`config.mk`:
```
export PLATFORM = sky130hd
export DESIGN_NAME = io_bus_fabric
export DESIGN_NICKNAME = d
export VERILOG_FILES = /design/src/rtl/io_bus_fabric_pkg.sv /design/src/rtl/io_bus_fabric_addr_decode.sv /design/src/rtl/io_bus_fabric.sv
export SDC_FILE = /design/constraint.sdc
export NUM_CORES = 1
export LEC_CHECK = 0
export ABC_AREA = 1
export CAP_MARGIN = 20
export CORE_AREA = 5 5 170 172
export CTS_CLUSTER_SIZE = 16
export DETAILED_ROUTE_END_ITERATION = 6
export DIE_AREA = 0 0 175 177
export GPL_TIMING_DRIVEN = 0
export PLACE_DENSITY = 0.61
export REMOVE_ABC_BUFFERS = 1
export SYNTH_ARGS = -nofsm -noshare
export SYNTH_HDL_FRONTEND = slang
export SYNTH_HIERARCHICAL = 1
export SYNTH_SLANG_ARGS = --single-unit
```
`constraint.sdc`:
```
create_clock -name clk_i -period 4.2 [get_ports clk_i]
set_input_delay 0.84 -clock clk_i [delete_from_list [all_inputs] [get_ports clk_i]]
set_output_delay 0.84 -clock clk_i [all_outputs]
set_load 0.01 [all_outputs]
```
`src/rtl/io_bus_fabric_pkg.sv`:
```
// Shared types and helpers for the MMIO fabric.
//   fab_state_e    : transaction FSM state encoding
//   addr_in_window : inclusive range check of an address against [lo, hi]
//   mask_hit       : base/mask match of one slave slot
package io_bus_fabric_pkg;

  typedef enum logic [2:0] {
    ST_IDLE  = 3'd0,
    ST_REQ   = 3'd1,
    ST_UNMAP = 3'd2,
    ST_RESP  = 3'd3,
    ST_TURN  = 3'd4
  } fab_state_e;

  function automatic logic addr_in_window(input logic [31:0] addr,
                                          input logic [31:0] lo,
                                          input logic [31:0] hi);
    return (addr >= lo) && (addr <= hi);
  endfunction

  function automatic logic mask_hit(input logic [31:0] addr,
                                    input logic [31:0] base,
                                    input logic [31:0] mask);
    return (addr & mask) == base;
  endfunction

endpackage

```
`src/rtl/io_bus_fabric_addr_decode.sv`:
```
// Combinational priority address decode for the MMIO fabric.
//   addr_i    : byte address to decode
//   sel_o     : one-hot slave select, lowest matching index wins
//   any_hit_o : at least one slave matched
module io_bus_fabric_addr_decode
  import io_bus_fabric_pkg::*;
#(
  parameter int                        NUM_SLAVES = 8,
  parameter logic [32*NUM_SLAVES-1:0]  SLAVE_BASE = {NUM_SLAVES{32'h0}},
  parameter logic [32*NUM_SLAVES-1:0]  SLAVE_MASK = {NUM_SLAVES{32'hFFFF_FFFC}}
) (
  input  logic [31:0]           addr_i,
  output logic [NUM_SLAVES-1:0] sel_o,
  output logic                  any_hit_o
);

  // Walk from the highest index down so the lowest matching slot is the
  // last one written and therefore wins.
  always_comb begin
    sel_o     = '0;
    any_hit_o = 1'b0;
    for (int k = NUM_SLAVES - 1; k >= 0; k--) begin
      if (mask_hit(addr_i, SLAVE_BASE[32*k +: 32], SLAVE_MASK[32*k +: 32])) begin
        sel_o     = '0;
        sel_o[k]  = 1'b1;
        any_hit_o = 1'b1;
      end
    end
  end

endmodule

```
`src/rtl/io_bus_fabric.sv`:
```
// MMIO fabric between the CPU memory port and NUM_SLAVES peripherals.
// One transaction at a time: registered decode, one-hot slave strobe held
// until the selected slave readies, per-access timeout, optional fault on
// unmapped in-window accesses.
// Ports:
//   clk_i, rst_i              : clock, synchronous active-high reset
//   cpu_valid_i/addr/wstrb/wdata : CPU request, held until cpu_ready_o
//   cpu_ready_o/rdata/fault   : one-cycle completion with response
//   s_valid_o/addr/wdata/wstrb : one-hot strobe and registered request copy
//   s_rdata_i, s_ready_i      : per-slave read data and completion
//   busy_o                    : FSM not idle
//
// state    | meaning
// ---------+---------------------------------------------------------
// ST_IDLE  | waiting for an in-window cpu_valid
// ST_REQ   | strobing the selected slave, timeout counter running
// ST_UNMAP | in-window address with no slave, build zero response
// ST_RESP  | cpu_ready pulse with latched rdata/fault
// ST_TURN  | dead cycle so a still-held cpu_valid is not re-accepted
module io_bus_fabric
  import io_bus_fabric_pkg::*;
#(
  parameter int                        NUM_SLAVES     = 8,
  parameter logic [32*NUM_SLAVES-1:0]  SLAVE_BASE     = {NUM_SLAVES{32'h0}},
  parameter logic [32*NUM_SLAVES-1:0]  SLAVE_MASK     = {NUM_SLAVES{32'hFFFF_FFFC}},
  parameter logic [31:0]               IO_BASE        = 32'h1000_0000,
  parameter logic [31:0]               IO_LIMIT       = 32'h1200_0000,
  parameter int                        TIMEOUT_CYCLES = 255,
  parameter bit                        UNMAPPED_FAULT = 1'b0
) (
  input  logic                    clk_i,
  input  logic                    rst_i,
  input  logic                    cpu_valid_i,
  input  logic [31:0]             cpu_addr_i,
  input  logic [3:0]              cpu_wstrb_i,
  input  logic [31:0]             cpu_wdata_i,
  output logic                    cpu_ready_o,
  output logic [31:0]             cpu_rdata_o,
  output logic                    cpu_fault_o,
  output logic [NUM_SLAVES-1:0]   s_valid_o,
  output logic [31:0]             s_addr_o,
  output logic [31:0]             s_wdata_o,
  output logic [3:0]              s_wstrb_o,
  input  logic [32*NUM_SLAVES-1:0] s_rdata_i,
  input  logic [NUM_SLAVES-1:0]   s_ready_i,
  output logic                    busy_o
);

  localparam int               CNT_W    = $clog2(TIMEOUT_CYCLES + 1);
  localparam logic [CNT_W-1:0] CNT_LAST = CNT_W'(TIMEOUT_CYCLES - 1);
  localparam logic [CNT_W-1:0] CNT_MAX  = CNT_W'(TIMEOUT_CYCLES);

  fab_state_e              state_q, state_d;
  logic [NUM_SLAVES-1:0]   sel_q, sel_d;
  logic [31:0]             addr_q, addr_d;
  logic [31:0]             wdata_q, wdata_d;
  logic [3:0]              wstrb_q, wstrb_d;
  logic [31:0]             rdata_q, rdata_d;
  logic                    fault_q, fault_d;
  logic [CNT_W-1:0]        cnt_q, cnt_d;

  logic [NUM_SLAVES-1:0]   dec_sel;
  logic                    dec_hit;
  logic                    sel_ready;
  logic [31:0]             sel_rdata;

  io_bus_fabric_addr_decode #(
    .NUM_SLAVES (NUM_SLAVES),
    .SLAVE_BASE (SLAVE_BASE),
    .SLAVE_MASK (SLAVE_MASK)
  ) u_decode (
    .addr_i    (cpu_addr_i),
    .sel_o     (dec_sel),
    .any_hit_o (dec_hit)
  );

  // sel_q is one-hot, so masking and OR-ing gives the selected slot only;
  // readies from other slaves are dropped here.
  assign sel_ready = |(s_ready_i & sel_q);

  always_comb begin
    sel_rdata = '0;
    for (int k = 0; k < NUM_SLAVES; k++) begin
      if (sel_q[k]) sel_rdata = sel_rdata | s_rdata_i[32*k +: 32];
    end
  end

  always_comb begin
    state_d = state_q;
    sel_d   = sel_q;
    addr_d  = addr_q;
    wdata_d = wdata_q;
    wstrb_d = wstrb_q;
    rdata_d = rdata_q;
    fault_d = fault_q;
    cnt_d   = cnt_q;
    case (state_q)
      ST_IDLE: begin
        cnt_d = '0;
        if (cpu_valid_i && addr_in_window(cpu_addr_i, IO_BASE, IO_LIMIT)) begin
          addr_d  = cpu_addr_i;
          wdata_d = cpu_wdata_i;
          wstrb_d = cpu_wstrb_i;
          sel_d   = dec_sel;
          state_d = dec_hit ? ST_REQ : ST_UNMAP;
        end
      end
      ST_REQ: begin
        // A ready in the expiry cycle still counts as a good completion.
        if (sel_ready) begin
          rdata_d = (wstrb_q == 4'b0000) ? sel_rdata : 32'h0;
          fault_d = 1'b0;
          state_d = ST_RESP;
        end else if (cnt_q == CNT_LAST) begin
          rdata_d = 32'h0;
          fault_d = 1'b1;
          state_d = ST_RESP;
        end else if (cnt_q != CNT_MAX) begin
          cnt_d = cnt_q + 1'b1;
        end
      end
      ST_UNMAP: begin
        rdata_d = 32'h0;
        fault_d = UNMAPPED_FAULT;
        state_d = ST_RESP;
      end
      ST_RESP: state_d = ST_TURN;
      ST_TURN: state_d = ST_IDLE;
      default: state_d = ST_IDLE;
    endcase
  end

  always_ff @(posedge clk_i) begin
    if (rst_i) begin
      state_q <= ST_IDLE;
      sel_q   <= '0;
      addr_q  <= '0;
      wdata_q <= '0;
      wstrb_q <= '0;
      rdata_q <= '0;
      fault_q <= 1'b0;
      cnt_q   <= '0;
    end else begin
      state_q <= state_d;
      sel_q   <= sel_d;
      addr_q  <= addr_d;
      wdata_q <= wdata_d;
      wstrb_q <= wstrb_d;
      rdata_q <= rdata_d;
      fault_q <= fault_d;
      cnt_q   <= cnt_d;
    end
  end

  assign cpu_ready_o = (state_q == ST_RESP);
  assign cpu_rdata_o = cpu_ready_o ? rdata_q : 32'h0;
  assign cpu_fault_o = cpu_ready_o & fault_q;
  assign s_valid_o   = (state_q == ST_REQ) ? sel_q : '0;
  assign s_addr_o    = addr_q;
  assign s_wdata_o   = wdata_q;
  assign s_wstrb_o   = wstrb_q;
  assign busy_o      = (state_q != ST_IDLE);

endmodule

```
==> metrics.md, run 1 <==
| Metric | Value |
|---|---|
| Top cells by area, synth | `dfxtp_1, nand2_1, nor2_1, inv_1, nand4_1` |
| CP Capture Type | `flip-flop` |
| Status | `finished clean` |
| Fillers | `2897` |
| Peak supply drop | `214 uV` |
| Placed cell count | `1986` |
| RSZ-0062 raised after global routing | `no` |
| Horiz. Die Dim | `175 um` |
| Sequential share of the synthesized area | `33.1%` |
| Pwr Density | `240 nW/um2` |
| Kind of critical path | `in -> reg` |
| Wirelength per Cell | `17.1 um` |
| Final nets | `1996` |
| Cell mode on critical path | `nor2_1` |
| Total GRT Usage | `21.3%` |
| IO Port Bufs | `445` |
| Vias in the first global route | `8831` |
| Synth Flop Type | `dfxtp_1` |
| Number of antenna violations at the first check in global routing | `5` |
| Distinct cells, synth | `31` |
| Rows | `61` |
| CP Buf/Inv Count | `3` |
| CP delay by family, top | `simple AND/OR/NAND/NOR gates` |
| Post-synth top area cell | `dfxtp_1` |
| Sequential Power Share | `38.2%` |
| Worst path max stage delay | `740 ps` |
| Drc violations | `0` |
| Longest Clk Path Bufs | `2` |
| WP data required | `4500 ps` |
| Static leakage | `0.00506 uW` |
| Core area | `27300 um2` |
| Critical path cell sequence | `clkdlybuf4s50_1, inv_1, nand2_1, nor4_1, nand3_4, buf_16, nor2_1, nor2_1` |
| Postcts setup bufs | `0` |
| CP Max Fanout | `75` |
| Mapped cell area | `7270 um2` |
| Die outline height | `177 um` |
| Clock latency on the worst-skew pair | `420 ps` |
| Design Area, Final | `12500 um2` |
| CTS tree | `built` |
| Worst setup SP type | `input pin` |
| Switch Pwr | `720 uW` |
| Post-Place Worst Slack | `243 ps` |
| Num Clock Sinks | `120` |
| Routed wire length | `34.5 mm` |
| Final period util | `81.6%` |
| Commonest cells after routing, fill and taps aside | `nand2_1, clkdlybuf4s50_1, nor2_1` |
| Total number of vias | `9084` |
| Post-synth EDFFs | `0` |
| Gpl congestion | `0.898` |
| Area Overhead vs Synth | `72.6%` |
| Clock transition at path regs | `60 ps` |
| Fraction of layout cells with a size suffix above 1 | `3.95%` |
| TritonRoute pass-1 iters | `4` |
| Clock skew | `17.1 ps` |
| Post-CTS sizing | `0` |
| Critical path arrival | `3720 ps` |
| Post-synth top area share | `33.1%` |
| Root Buffer | `clkbuf_16` |
| First-pass GRT wire length | `51.0 mm` |
| FF+latch count, synth | `120` |
| Fin crit period | `3430 ps` |
| Clock H-tree levels | `4` |
| Final Hold Fails | `0` |
| # hold bufs at CTS | `0` |
| Internal power | `2280 uW` |
| HPWL Detailed | `25.4 mm` |
| Vias/cell | `4.49` |
| Ports | `446` |
| Power share of the clock group | `48.6%` |
| # setup viols final | `0` |
| Max Slew Vio Count | `0` |
| Full die area | `31000 um2` |
| Leading cell type in the layout, fill and taps excluded | `nand2_1` |
| DP Area | `12000 um2` |
| Starting Density | `26.6%` |
| Overflow after GRT | `0` |
| F_max | `0.292 GHz` |
| CTS Buf Count | `17` |
| Gate power share | `13.1%` |
| Max cap viols | `0` |
| Yosys warns | `6` |
| Switch share | `24.0%` |
| Syn Inst Count | `1268` |
| Remaining antenna violation count | `0` |
| FFs w/ async S/R, synth | `0%` |
| Least-Margin Pin Slew | `963 ps` |
| Min-Delay Path Class | `reg -> reg` |
| Slew Limit Headroom | `35.6%` |
| Drt initial violations | `361` |
| Largest net degree at the start of global routing | `76` |
| Post-Layout Cell Count | `2021` |
| Final hold slack | `440 ps` |
| Slowest-stage cell, CP | `nand3_4` |
| Setup ws final | `774 ps` |
| Avg Inst Size Synth | `5.73 um2` |
==> registers in the layout, indices dropped and copies added (netlist names) <==
name	count
fault_q	1
cnt_q	8
s_wstrb_o	4
s_addr_o	32
rdata_q	32
sel_q	8
s_wdata_o	32
state_q	3
==> cell usage after synthesis (9+ instances only) <==
cell type / n
nand2_1: 490
nor2_1: 258
inv_1: 124
dfxtp_1: 120
nand4_1: 70
clkbuf_1: 53
o21ai_1: 34
o211ai_1: 33
buf_2: 12
a21oi_1: 10
buf_4: 10
nand3_1: 10
inv_2: 9
==> tightest hold or removal path, cell delays in order, from the launching register on <==
cell and delay (ps):
dfxtp_1 310, nand2_1 60, nor2_1 30
==> worst paths after layout <==
| kind | end | slack [ps] | cells after the start | from |
|---|---|---|---|---|
| setup reg to reg | rdata_q[30]$_SDFFE_PP0P_ | 1540 | 10 | sel_q[4]$_SDFFE_PP0P_ |
| hold reg to reg | s_addr_o[27]$_SDFFE_PP0P_ | 440 | 2 | s_addr_o[27]$_SDFFE_PP0P_ |
| setup / recovery | s_wdata_o[13]$_SDFFE_PP0P_ | 770 | 8 | cpu_addr_i[27] |
| hold / removal | s_addr_o[27]$_SDFFE_PP0P_ | 440 | 2 | s_addr_o[27]$_SDFFE_PP0P_ |
==> metrics by stage <==
| stage | util, % | power, uW | setup TNS (ps) |
|---|---|---|---|
| 2_1_floorplan | - | 1210 | -12040 |
| 3_3_place_gp | 43.1 | 1560 | -222650 |
| 3_5_place_dp | 43.7 | 1570 | 0 |
| 4_1_cts | 45.9 | 3060 | 0 |
| 5_1_grt | 45.9 | 3130 | 0 |
| 6_report | 45.9 | 3000 | 0 |
==> per-layer routing <==
layer,part of all wire [%],vias to the layer above,wire length (um),global-route usage (%)
met5,0.067,-,23,0
met4,2.0,4,685,6.84
met3,11,35,3640,9.21
met2,48,335,16700,37.1
met1,39,4050,13500,23.3
li1,-,4660,-,-
==> power by group through the flow <==
stage	registers, uW	logic, uW	clock network [uW]
final	1150	395	1460
after global routing	1150	420	1560
after CTS	1150	397	1510
after detailed placement	1170	394	0
after global placement	1170	387	0
after floorplan	1170	38.8	0
==> cell type report <==
| type | count | area, um2 | share of cell area (%) |
|---|---|---|---|
| Tap cell | 346 | 433 | 3.45 |
| Clock inverter | 13 | 138 | 1.10 |
| Timing Repair Buffer | 451 | 4600 | 36.7 |
| Clock buffer | 19 | 443 | 3.53 |
| Antenna cell | 3 | 7.51 | 0.0599 |
| Multi-Input combinational cell | 936 | 4010 | 32.0 |
| Inverter | 133 | 499 | 3.98 |
| Sequential cell | 120 | 2410 | 19.2 |
==> logic make-up after synthesis <==
kind of cell / synth area share [%]
buf+inv: 12.4
xor+xnor: 0.602
other cells: 0.0516
compound gates: 6.61
flops: 33.1
fa+ha+maj: 0.344
simple gates: 46.9
Power figures use the tool's default switching activity.
==> run 2: changes to the inputs <==
Settings changed: CORE_AREA 5 5 170 172 to 5 5 172 174, DIE_AREA 0 0 175 177 to 0 0 177 179, PLACE_DENSITY 0.61 to 0.6.
Clock period 4.2 ns to 3.5 ns, I/O delays scaled along.
==> run 2 against run 1 <==
Effect of this change: clock power increased by 18%; sequential cell count unchanged; sequential share of layout area decreased by 0.075 points; final area increased by 0.39%; global-route usage decreased by 0.12 points; sequential power increased by 20%; register-to-register slack got worse by 760 ps; setup slack got worse by 300 ps; combinational power increased by 20%; clock skew increased by 3.3 ps; critical endpoint is now cpu_fault_o; final cell count increased by 1.9%.
==> metrics.md, run 2 (synthesis results as in run 1) <==
| Metric | Value |
|---|---|
| Status | `finished clean (unchanged)` |
| Drc violations | `0 (unchanged)` |
| Remaining antenna violation count | `0 (unchanged)` |
| Worst Hold End | `s_addr_o[30]$_SDFFE_PP0P_ (was s_addr_o[27]$_SDFFE_PP0P_)` |
| Commonest cells after routing, fill and taps aside | `nand2_1, clkdlybuf4s50_1, nor2_1 (unchanged)` |
| Hold Crit Start | `s_addr_o[30]$_SDFFE_PP0P_ (was s_addr_o[27]$_SDFFE_PP0P_)` |
| Final period util | `86.5%` |
| CP Capture Type | `primary output (was flip-flop)` |
| Kind of critical path | `reg -> out (was in -> reg)` |
| Static leakage | `0.00505 uW (was 0.00506 uW)` |
| Critical path arrival | `2330 ps (was 3720 ps)` |
| Setup TNS | `0 ps (unchanged)` |
| # hold bufs at CTS | `0 (unchanged)` |
| Max Slew Vio Count | `0 (unchanged)` |
| Total GRT Usage | `21.1% (was 21.3%)` |
| Register Area | `2410 um2 (unchanged)` |
| Fraction of layout cells with a size suffix above 1 | `4.12% (was 3.95%)` |
| Clock skew | `20.4 ps (was 17.1 ps)` |
| R2R Setup Slk | `780 ps (was 1540 ps)` |
| Slew Limit Headroom | `34.7% (was 35.6%)` |
| Placed cell count | `2018 (was 1986)` |
| CTS Buf Count | `17 (unchanged)` |
| Worst setup SP type | `flip-flop (was input pin)` |
| Clock transition at path regs | `60 ps (about the same)` |
| Post-Layout Cell Count | `2060 (was 2021)` |
| Root Buffer | `clkbuf_16 (unchanged)` |
| # setup viols final | `0 (unchanged)` |
| Design Area, Final | `12600 um2 (was 12500 um2)` |
| Area Overhead vs Synth | `73.2% (was 72.6%)` |
| Met1 wire length | `13.7 mm (was 13.5 mm)` |
| R2R depth | `10 (unchanged)` |
| Metal2 WL | `17.0 mm (was 16.7 mm)` |
| Largest net degree at the start of global routing | `80 (was 76)` |
| Clock latency on the worst-skew pair | `420 ps (about the same)` |
| Final Hold Fails | `0 (unchanged)` |
| Total number of vias | `9188 (was 9084)` |
| HPWL Detailed | `25.9 mm (was 25.4 mm)` |
| Switch share | `24.1% (was 24.0%)` |
| WL met3 | `3.77 mm (was 3.64 mm)` |
| Area occupied by multi-input gates | `4030 um2 (was 4010 um2)` |
| Sequential Power Share | `38.5% (was 38.2%)` |
| TritonRoute pass-1 iters | `4 (unchanged)` |
| Leading cell type in the layout, fill and taps excluded | `nand2_1 (unchanged)` |
| Overflow after GRT | `0 (unchanged)` |
| Gpl congestion | `0.892 (was 0.898)` |
| RSZ-0062 raised after global routing | `no (unchanged)` |
| Hold path cells | `2 (unchanged)` |
| Min-Delay Path Class | `reg -> reg (unchanged)` |
| Power share of the clock group | `48.3% (was 48.6%)` |
| Routed wire length | `35.5 mm (was 34.5 mm)` |
| Worst path max stage delay | `620 ps (was 740 ps)` |
| Vias in the first global route | `9190 (was 8831)` |
| Longest Clk Path Bufs | `2 (unchanged)` |
| Die outline height | `179 um (was 177 um)` |
| Max cap viols | `0 (unchanged)` |
| Wirelength per Cell | `17.2 um (was 17.1 um)` |
| Ports | `446 (unchanged)` |
| Least-Margin Pin Slew | `980 ps (was 963 ps)` |
| Slowest-stage cell, CP | `clkdlybuf4s50_1 (was nand3_4)` |
| Internal power | `2720 uW (was 2280 uW)` |
| DP Area | `12000 um2 (about the same)` |
| Critical R2R Launch | `sel_q[3]$_SDFFE_PP0P_ (was sel_q[4]$_SDFFE_PP0P_)` |
| WP data required | `2800 ps (was 4500 ps)` |
| Setup ws final | `471 ps (was 774 ps)` |
| Pwr Density | `284 nW/um2 (was 240 nW/um2)` |
| CP Max Fanout | `34 (was 75)` |
| Post-Place Worst Slack | `-263 ps (was 243 ps)` |
| Gate power share | `13.2% (was 13.1%)` |
| First-pass GRT wire length | `51.7 mm (was 51.0 mm)` |
| IO Port Bufs | `445 (unchanged)` |
| Final hold slack | `438 ps (was 440 ps)` |
| Clock H-tree levels | `4 (unchanged)` |
| Final nets | `1997 (was 1996)` |
| Vias/cell | `4.46 (was 4.49)` |
| F_max | `0.330 GHz` |
| Fillers | `2965 (was 2897)` |
| Number of antenna violations at the first check in global routing | `11 (was 5)` |
| CTS tree | `built (unchanged)` |
| Critical path cell sequence | `inv_1, nor3_1, inv_2, nor2_1, clkdlybuf4s50_1 (was clkdlybuf4s50_1, inv_1, nand2_1, nor4_1, nand3_4, buf_16, nor2_1, nor2_1)` |
| Horiz. Die Dim | `177 um (was 175 um)` |
| Peak supply drop | `274 uV (was 214 uV)` |
| Num Clock Sinks | `120 (unchanged)` |
| Full die area | `31700 um2 (was 31000 um2)` |
| Reg2reg end | `rdata_q[18]$_SDFFE_PP0P_ (was rdata_q[30]$_SDFFE_PP0P_)` |
| Core area | `27600 um2 (was 27300 um2)` |
| Top Layer Used | `met5 (unchanged)` |
| Starting Density | `26.3% (was 26.6%)` |
| Switch Pwr | `863 uW (was 720 uW)` |
| Fin crit period | `3030 ps` |
| Rows | `61 (unchanged)` |
| Drt initial violations | `320 (was 361)` |
-- run 2: how the worst max path moves through the flow --
stage / from / end / slack, ps
CTS: cpu_addr_i[27] / s_addr_o[19]$_SDFFE_PP0P_ / 200
global placement: cpu_addr_i[27] / s_addr_o[19]$_SDFFE_PP0P_ / -4000
detailed placement: cpu_addr_i[27] / s_addr_o[19]$_SDFFE_PP0P_ / -260
floorplan: cpu_addr_i[29] / s_addr_o[0]$_SDFFE_PP0P_ / -730
finish: state_q[1]$_SDFFE_PP0P_ / cpu_fault_o / 470
global route: state_q[1]$_SDFFE_PP0P_ / cpu_fault_o / 270
-- run 2: repair_timing --
item | CTS | global route
setup buffers | 0 | 0
setup endpoints to repair | 0 | 1
gates resized for setup | 0 | 1
endpoints found under the hold margin | 0 | 0
-- run 2: power groups by stage --
| stage | Sequential (uW) | Clock, uW | Combinational, uW |
|---|---|---|---|
| 2_1_floorplan | 1410 | 0 | 46.5 |
| 3_3_place_gp | 1410 | 0 | 464 |
| 3_5_place_dp | 1410 | 0 | 471 |
| 4_1_cts | 1380 | 1790 | 475 |
| 5_1_grt | 1380 | 1840 | 505 |
| 6_report | 1380 | 1730 | 473 |
-- run 2: worst max-delay path: cells and delay by family (launching register included) --
kind	cells	cell delay (ps)
buffers and inverters	3	1040
AND/OR/NAND/NOR	2	450
flip-flops	1	430
-- run 2: layer usage --
| layer | track usage (%) | up-vias |
|---|---|---|
| met4 | 8.87 | 4 |
| met3 | 9.07 | 47 |
| met1 | 22.8 | 4099 |
| met2 | 36.5 | 356 |
| li1 | - | 4682 |
| met5 | 0 | - |
-- run 2: cell type report --
cell class,count,area share [%]
antenna,9,0.179
clock buffer,18,3.41
clock inverter,14,1.12
inverter,133,3.97
multi-input combinational,937,32.0
sequential,120,19.2
tap,378,3.76
timing repair buffer,451,36.4
-- run 2: through the flow --
step | utilization (%) | total power, uW
3_5_place_dp | 43.4 | 1880
6_report | 45.6 | 3580
3_3_place_gp | 42.8 | 1870
4_1_cts | 45.4 | 3640
2_1_floorplan | - | 1450
5_1_grt | 45.6 | 3730
